$ cat src/rtl/bidim_rr_arbiter.sv
`default_nettype none
// ============================================================================
// Module   : bidim_rr_arbiter
// Brief    : Round-robin arbiter over a flattened request bus, feeding a
//            registered single-entry output stage with the winning index.
// Revision : 1.0
// ============================================================================
module bidim_rr_arbiter #(
    parameter int WIDTH = 2,
    parameter int DEPTH = 4
) (
    input  logic                       clk,
    input  logic                       rst,
    input  logic [DEPTH-1:0]           req_valid,
    input  logic [WIDTH*DEPTH-1:0]     req_data,
    output logic [DEPTH-1:0]           req_ready,
    output logic                       out_valid,
    output logic [WIDTH-1:0]           out_data,
    output logic [$clog2(DEPTH)-1:0]   m_ctrl,
    input  logic                       out_ready
);

    localparam int SEL_WIDTH = $clog2(DEPTH);

    typedef enum logic [0:0] {
        ST_EMPTY = 1'b0,
        ST_FULL  = 1'b1
    } state_t;

    state_t                 state_q;
    logic [WIDTH-1:0]       data_q;
    logic [SEL_WIDTH-1:0]   sel_q;
    logic [SEL_WIDTH-1:0]   ptr_q;
    logic [SEL_WIDTH-1:0]   ptr_d;

    logic                   load_en;
    logic                   found;
    logic [SEL_WIDTH-1:0]   winner;
    logic [SEL_WIDTH:0]     idx;
    logic [WIDTH-1:0]       win_data;

    assign load_en = (state_q == ST_EMPTY) | out_ready;

    // Rotating scan starting at ptr_q; wrap is modulo DEPTH so a
    // non-power-of-two DEPTH never produces an out-of-range index.
    always_comb begin
        found  = 1'b0;
        winner = '0;
        idx    = '0;
        for (int k = 0; k < DEPTH; k++) begin
            idx = {1'b0, ptr_q} + (SEL_WIDTH+1)'(k);
            if (idx >= (SEL_WIDTH+1)'(DEPTH)) begin
                idx = idx - (SEL_WIDTH+1)'(DEPTH);
            end
            if (!found && req_valid[idx[SEL_WIDTH-1:0]]) begin
                found  = 1'b1;
                winner = idx[SEL_WIDTH-1:0];
            end
        end
    end

    always_comb begin
        win_data = '0;
        for (int i = 0; i < DEPTH; i++) begin
            if (winner == SEL_WIDTH'(i)) begin
                win_data = req_data[i*WIDTH +: WIDTH];
            end
        end
    end

    assign ptr_d = (winner == SEL_WIDTH'(DEPTH-1)) ? '0 : winner + 1'b1;

    always_comb begin
        req_ready = '0;
        if (found && load_en && !rst) begin
            req_ready = DEPTH'(1) << winner;
        end
    end

    always_ff @(posedge clk) begin
        if (rst) begin
            state_q <= ST_EMPTY;
            data_q  <= '0;
            sel_q   <= '0;
            ptr_q   <= '0;
        end else if (load_en) begin
            if (found) begin
                state_q <= ST_FULL;
                data_q  <= win_data;
                sel_q   <= winner;
                ptr_q   <= ptr_d;
            end else begin
                state_q <= ST_EMPTY;
            end
        end
    end

    assign out_valid = (state_q == ST_FULL);
    assign out_data  = data_q;
    assign m_ctrl    = sel_q;

endmodule
`default_nettype wire
$ cat config.mk
export PLATFORM = sky130hd
export DESIGN_NAME = bidim_rr_arbiter
export DESIGN_NICKNAME = d
export VERILOG_FILES = /design/src/rtl/bidim_rr_arbiter.sv
export SDC_FILE = /design/constraint.sdc
export NUM_CORES = 1
export LEC_CHECK = 0
export ABC_AREA = 0
export BUFFER_PORTS_ARGS = -buffer_cell sky130_fd_sc_hd__clkbuf_2
export CAP_MARGIN = 20
export CORE_AREA = 2 2 39 41
export DETAILED_ROUTE_END_ITERATION = 6
export DIE_AREA = 0 0 41 43
export GPL_TIMING_DRIVEN = 0
export HOLD_SLACK_MARGIN = 0.02
export PLACE_DENSITY = 0.82
export SLEW_MARGIN = 20
export SYNTH_ARGS = -nofsm -noshare
export SYNTH_HDL_FRONTEND = slang
export SYNTH_SLANG_ARGS = --single-unit
$ cat constraint.sdc
create_clock -name clk -period 2.8 [get_ports clk]
set_clock_uncertainty 0.1 [all_clocks]
set_input_delay 0.28 -clock clk [delete_from_list [all_inputs] [get_ports clk]]
set_output_delay 0.28 -clock clk [all_outputs]
set_load 0.005 [all_outputs]
==> flow_summary.json, run 1 <==
{
  "synthesis.nets": 81,
  "final_cells": 104,
  "grt_max_degree": 10,
  "stdcell_area_um2": 702,
  "cts_root_buf": "clkbuf_4",
  "cts_max_level": 1,
  "use_met2_pct": 20.9,
  "initial_core_util_pct": 39.4,
  "drc": 0,
  "via_per_inst": 5.04,
  "ys.flop_type": "dfxtp_1",
  "clkTransAtPathRegs_ps": 60,
  "grt_usage_pct": 14.3,
  "syn_area_um2": 546,
  "period_share_pct": 85.7,
  "hold_path.class": "input pin to flip-flop",
  "dr.pass1.iters": 4,
  "cts-resized-gates": 0,
  "placedInstanceArea_um2": 676,
  "status": "finished clean",
  "cp.arrival_ps": 2020,
  "vias": 524,
  "postRouteAntennaNets": 0,
  "synth_top_area_cell": "dfxtp_1",
  "die_x_um": 41,
  "overflow": 0,
  "maxCapViolations": 0,
  "rows": 14,
  "fill_cells": 132,
  "avgSynthCellArea_um2": 8.80,
  "tightest_slew_ps": 415,
  "die_y_um": 43,
  "synth_cell_types": 26,
  "p_per_area_nw_per_um2": 579,
  "numCtsBuffers": 3,
  "min_period_ps": 2400,
  "wl_um": 1130,
  "synth_area_leaders": "dfxtp_1, ha_1, and2_1, a21oi_1, nand3b_1",
  "initialDrtViolationCount": 2,
  "report.final.slew_viol_count": 0,
  "drive_gt1_share_pct": 37.5,
  "critPathRequiredTime_ps": 2420,
  "grt_pass1_wl_um": 1730,
  "cp_common_cell": "and2_1",
  "crit_path_max_fanout": 6,
  "synth_top_area_share_pct": 25.7,
  "gr-max-usage-layer": "met2",
  "dp.cells": 100,
  "clockBufferDepth": 2,
  "max_freq_mhz": 417,
  "end_kind": "primary output",
  "final_hold_viol_count": 0,
  "gr-usage-met3_pct": 6.28,
  "routabilityCongestion": 0.783,
  "crit_path_top_delay_cell": "dfxtp_1",
  "cp_cell_sequence": "nor2b_1 -> a21o_1 -> a221oi_2 -> and2_1 -> ha_1 -> and2_1 -> clkbuf_2",
  "syn_to_final_growth_pct": 28.7,
  "p_leak_nw": 0.351,
  "grt_pass1_vias": 425,
  "fin_nets": 108,
  "ys_ff_latch": 7,
  "wl_per_cell_um": 10.8,
  "die-area_um2": 1760,
  "postCtsHoldBufs": 0,
  "rsz0062_at_grt": "no",
  "dpl.hpwl_um": 922,
  "relSlewSlack_pct": 72.1,
  "cts_setup_buffers": 0,
  "setup_viol": 0,
  "async_flop_share_pct": 0,
  "yosysWarnings": 0,
  "fin_tns_setup_ps": 0,
  "core_um2": 1380,
  "antenna_cells": 0,
  "antenna_found_initial": 0,
  "p_total_mw": 0.407,
  "synth_edf_count": 0,
  "ios": 24,
  "yosysMostFrequentCell": "dfxtp_1",
  "clkSinkCount": 7,
  "port-buffer-count": 22,
  "cts_tree": "built",
  "synth_common_cells": "dfxtp_1, a21oi_1, and2_1, inv_1",
  "ys_seq_area_share_pct": 25.7,
  "synthCells": 62,
  "use_met1_pct": 18.3,
  "critPathMaxStageDelay_ps": 400,
  "crit_type": "flip-flop to primary output",
  "vdd_ir_drop_max_mv": 0.203,
  "clk_latency_ps": 250,
  "whs_ps": 129,
  "startpoint_type": "flip-flop"
}
==> worst paths after layout <==
kind	slack, ps	depth (start not counted)	start	endpoint
setup / recovery	400	7	ptr_q[0]	req_ready[3]
hold / removal	130	2	rst	out_data[1]
setup reg to reg	500	9	ptr_q[0]	out_data[1]
hold reg to reg	360	2	m_ctrl[1]	m_ctrl[1]
==> layout by cell type, fill, tap and decap left out <==
| cell type | n |
|---|---|
| or2b_1 | 2 |
| o31ai_1 | 1 |
| a21oi_1 | 6 |
| nor2b_1 | 2 |
| o311ai_1 | 1 |
| and2_4 | 1 |
| nor2_1 | 4 |
| nand2_8 | 1 |
| nand2_1 | 4 |
| a221oi_2 | 1 |
| inv_1 | 5 |
| a22o_1 | 1 |
| nor2_4 | 1 |
| a211oi_1 | 2 |
| buf_8 | 1 |
| nand2b_1 | 1 |
| a31oi_1 | 1 |
| dfxtp_1 | 7 |
| ha_1 | 4 |
| a21o_1 | 2 |
| nor3_2 | 2 |
| nand3b_1 | 3 |
| a221oi_1 | 2 |
| clkbuf_1 | 1 |
| clkbuf_2 | 22 |
| and2_1 | 5 |
| clkbuf_4 | 3 |
| or4_4 | 1 |
| o41ai_1 | 1 |
==> where the power goes <==
| part | switching [mW] | internal, mW | leakage, nW |
|---|---|---|---|
| combinational | 0.0908 | 0.0880 | 0.277 |
| sequential | 0.0152 | 0.119 | 0.0581 |
| clock | 0.0395 | 0.0545 | 0.0150 |
| total | 0.146 | 0.261 | 0.351 |
==> worst max-delay path, delay by kind of cell, from the launching register on <==
family,cells,cell delay (ps)
compound gates,2,560
simple gates,3,460
fa+ha+maj,1,240
flops,1,400
buf+inv,1,100
==> kinds of logic after synthesis <==
family / synth area share (%)
buf+inv: 6.19
simple gates: 34.6
compound gates: 24.3
fa+ha+maj: 9.17
flops: 25.7
==> routing by layer <==
metal  vias up  routed length (um)
li1        276                   -
met1       226                 517
met2        22                 527
met3         0                  81
met4         0                   0
met5         -                   0
==> layout make-up <==
| type | count | area (um2) | area share, % |
|---|---|---|---|
| multi-input cells | 49 | 372 | 52.9 |
| flip-flops and latches | 7 | 140 | 20.0 |
| repair buffers | 22 | 110 | 15.7 |
| clock buffers | 4 | 26.3 | 3.74 |
| well taps | 16 | 20.0 | 2.85 |
| inverters | 5 | 18.8 | 2.67 |
| plain buffers | 1 | 15.0 | 2.14 |
==> stage by stage <==
step	setup slack, ps	util [%]
after detailed placement	499	48.8
after global placement	570	48.8
after global routing	277	50.7
final	400	50.7
after CTS	420	50.7
after floorplan	796	-
==> sequential cells by signal (all words and copies together) (netlist names) <==
name and count:
m_ctrl 2, out_valid 1, out_data 2, ptr_q 2
Power figures use the tool's default switching activity.
==> run 2, diff against run 1 <==
--- a/config.mk
+++ b/config.mk
@@ -14,6 +14,7 @@
 export GPL_TIMING_DRIVEN = 0
 export HOLD_SLACK_MARGIN = 0.02
 export PLACE_DENSITY = 0.82
+export RECOVER_POWER = 50
 export SLEW_MARGIN = 20
 export SYNTH_ARGS = -nofsm -noshare
 export SYNTH_HDL_FRONTEND = slang
==> run 2 against run 1 <==
Sequential share of layout area is 0.70 points higher. Combinational power is 3% lower. Largest cell class unchanged. Non-clock buffer count stayed put. Power is 1.6% lower. Highest routed layer unchanged. Critical endpoint unchanged.
==> flow_summary.json, run 2 (synthesized netlist as in run 1, its figures left out) <==
{
  "die_y_um": 43,
  "internal-power_mw": 0.257,
  "cp.arrival_ps": 2020,
  "hp-start": "rst",
  "antenna_cells": 0,
  "tightest_slew_ps": 418,
  "report.final.slew_viol_count": 0,
  "hold_path.class": "input pin to flip-flop",
  "power.switching_fraction_pct": 35.7,
  "final_cells": 104,
  "die-area_um2": 1760,
  "fin_nets": 108,
  "vias": 528,
  "crit_family": "compound AO/OA/AOI/OAI gates",
  "max_freq_mhz": 417,
  "initialDrtViolationCount": 4,
  "vdd_ir_drop_max_mv": 0.201,
  "dpl.hpwl_um": 922,
  "layout_common_cells": "clkbuf_2, dfxtp_1, a21oi_1",
  "cts_setup_buffers": 0,
  "fill_cells": 140,
  "clockBufferDepth": 2,
  "die_x_um": 41,
  "path_buf_inv": 1,
  "grt_usage_pct": 14.3,
  "clkSinkCount": 7,
  "setup_viol": 0,
  "wl_per_cell_um": 11.0,
  "postRouteAntennaNets": 0,
  "ios": 24,
  "cts_max_level": 1,
  "setup.worst_path.start": "ptr_q[0]",
  "multiInputGateArea_um2": 352,
  "wl_um": 1140,
  "p_total_mw": 0.400,
  "drc": 0,
  "routabilityCongestion": 0.783,
  "via_per_inst": 5.08,
  "cts_tree": "built",
  "power_frac_seq_pct": 33.4,
  "cts-resized-gates": 0,
  "dr.pass1.iters": 4,
  "grt_pass1_vias": 425,
  "switchingPower_mw": 0.143,
  "relSlewSlack_pct": 71.9,
  "grt_max_degree": 10,
  "grt_pass1_wl_um": 1730,
  "startpoint_type": "flip-flop",
  "initial_core_util_pct": 39.4,
  "maxCapViolations": 0,
  "port-buffer-count": 22,
  "period_share_pct": 85.6,
  "p_leak_nw": 0.337,
  "seqCellArea_um2": 140,
  "pwr-share-clk_pct": 23.2,
  "core_um2": 1380,
  "rows": 14,
  "fin_tns_setup_ps": 0,
  "clkTransAtPathRegs_ps": 60,
  "syn_to_final_growth_pct": 24.3,
  "postCtsHoldBufs": 0,
  "dp.cells": 100,
  "final_hold_viol_count": 0,
  "overflow": 0,
  "min_period_ps": 2400,
  "crit_path_top_delay_cell": "dfxtp_1",
  "cp_common_cell": "and2_1",
  "layout_commonest_cell": "clkbuf_2",
  "numCtsBuffers": 3,
  "antenna_found_initial": 0,
  "status": "finished clean",
  "p_per_area_nw_per_um2": 590,
  "critPathRequiredTime_ps": 2420,
  "cts_root_buf": "clkbuf_4",
  "crit_path_max_fanout": 6,
  "critPathMaxStageDelay_ps": 400,
  "clk_latency_ps": 250,
  "crit_type": "flip-flop to primary output",
  "drive_gt1_share_pct": 31.8,
  "rsz0062_at_grt": "no",
  "reg2reg_from": "ptr_q[0]",
  "cp_cell_sequence": "nor2b_1 -> a21o_1 -> a221oi_2 -> and2_1 -> ha_1 -> and2_1 -> clkbuf_2",
  "end_kind": "primary output",
  "combPwrFrac_pct": 43.4
}
## run 2: changes by cell type in the layout (fill, tap and decap cells not counted)
cell,change
or4_1,+1
clkbuf_1,+3
or4_4,-1
nand2_8,-1
clkbuf_2,-3
nand2_1,+1
## run 2: worst register-to-register path, cell delays in order, from the launching register on
cell and delay, ps:
dfxtp_1 400, nor2b_1 100, a21o_1 170, a221oi_2 390
and2_1 210, ha_1 220, a21oi_1 90, a221oi_1 300
a211oi_1 100, nor3_2 150
## run 2: layer usage
layer	vias to the layer above	part of all wire, %	GRT usage [%]
met5	-	0	0
met3	0	7.5	6.28
met1	231	46	18.3
li1	275	-	-
met4	0	0	4.00
met2	22	47	20.9
## run 2: per-stage QoR
step / hold slack (ps) / util (%) / instance area (um2) / worst slack [ps]
after CTS: 127 / 50.7 / 702 / 420
after floorplan: 350 / - / 546 / 796
final: 131 / 49.0 / 678 / 404
after detailed placement: 355 / 48.8 / 676 / 499
after global routing: 121 / 49.0 / 678 / 277
after global placement: 343 / 48.8 / 676 / 570
## run 2: power groups by stage
stage	clock [mW]	combinational, mW	sequential [mW]
final	0.0930	0.174	0.134
after CTS	0.0968	0.180	0.134
after detailed placement	0	0.179	0.136
after global routing	0.104	0.196	0.137
after floorplan	0	0.128	0.134
after global placement	0	0.174	0.135
## run 2: final timing paths
path	slack, ps	cells after the start	to
max	400	7	req_ready[3]
min	130	2	out_data[1]
max reg2reg	510	9	out_data[1]
min reg2reg	360	2	m_ctrl[1]
## run 2: area by class of cell
type | count | share of cell area (%)
plain buffers | 1 | 2.21
well taps | 16 | 2.95
flip-flops and latches | 7 | 20.7
clock buffers | 4 | 3.87
multi-input cells | 49 | 51.8
repair buffers | 22 | 15.7
inverters | 5 | 2.77
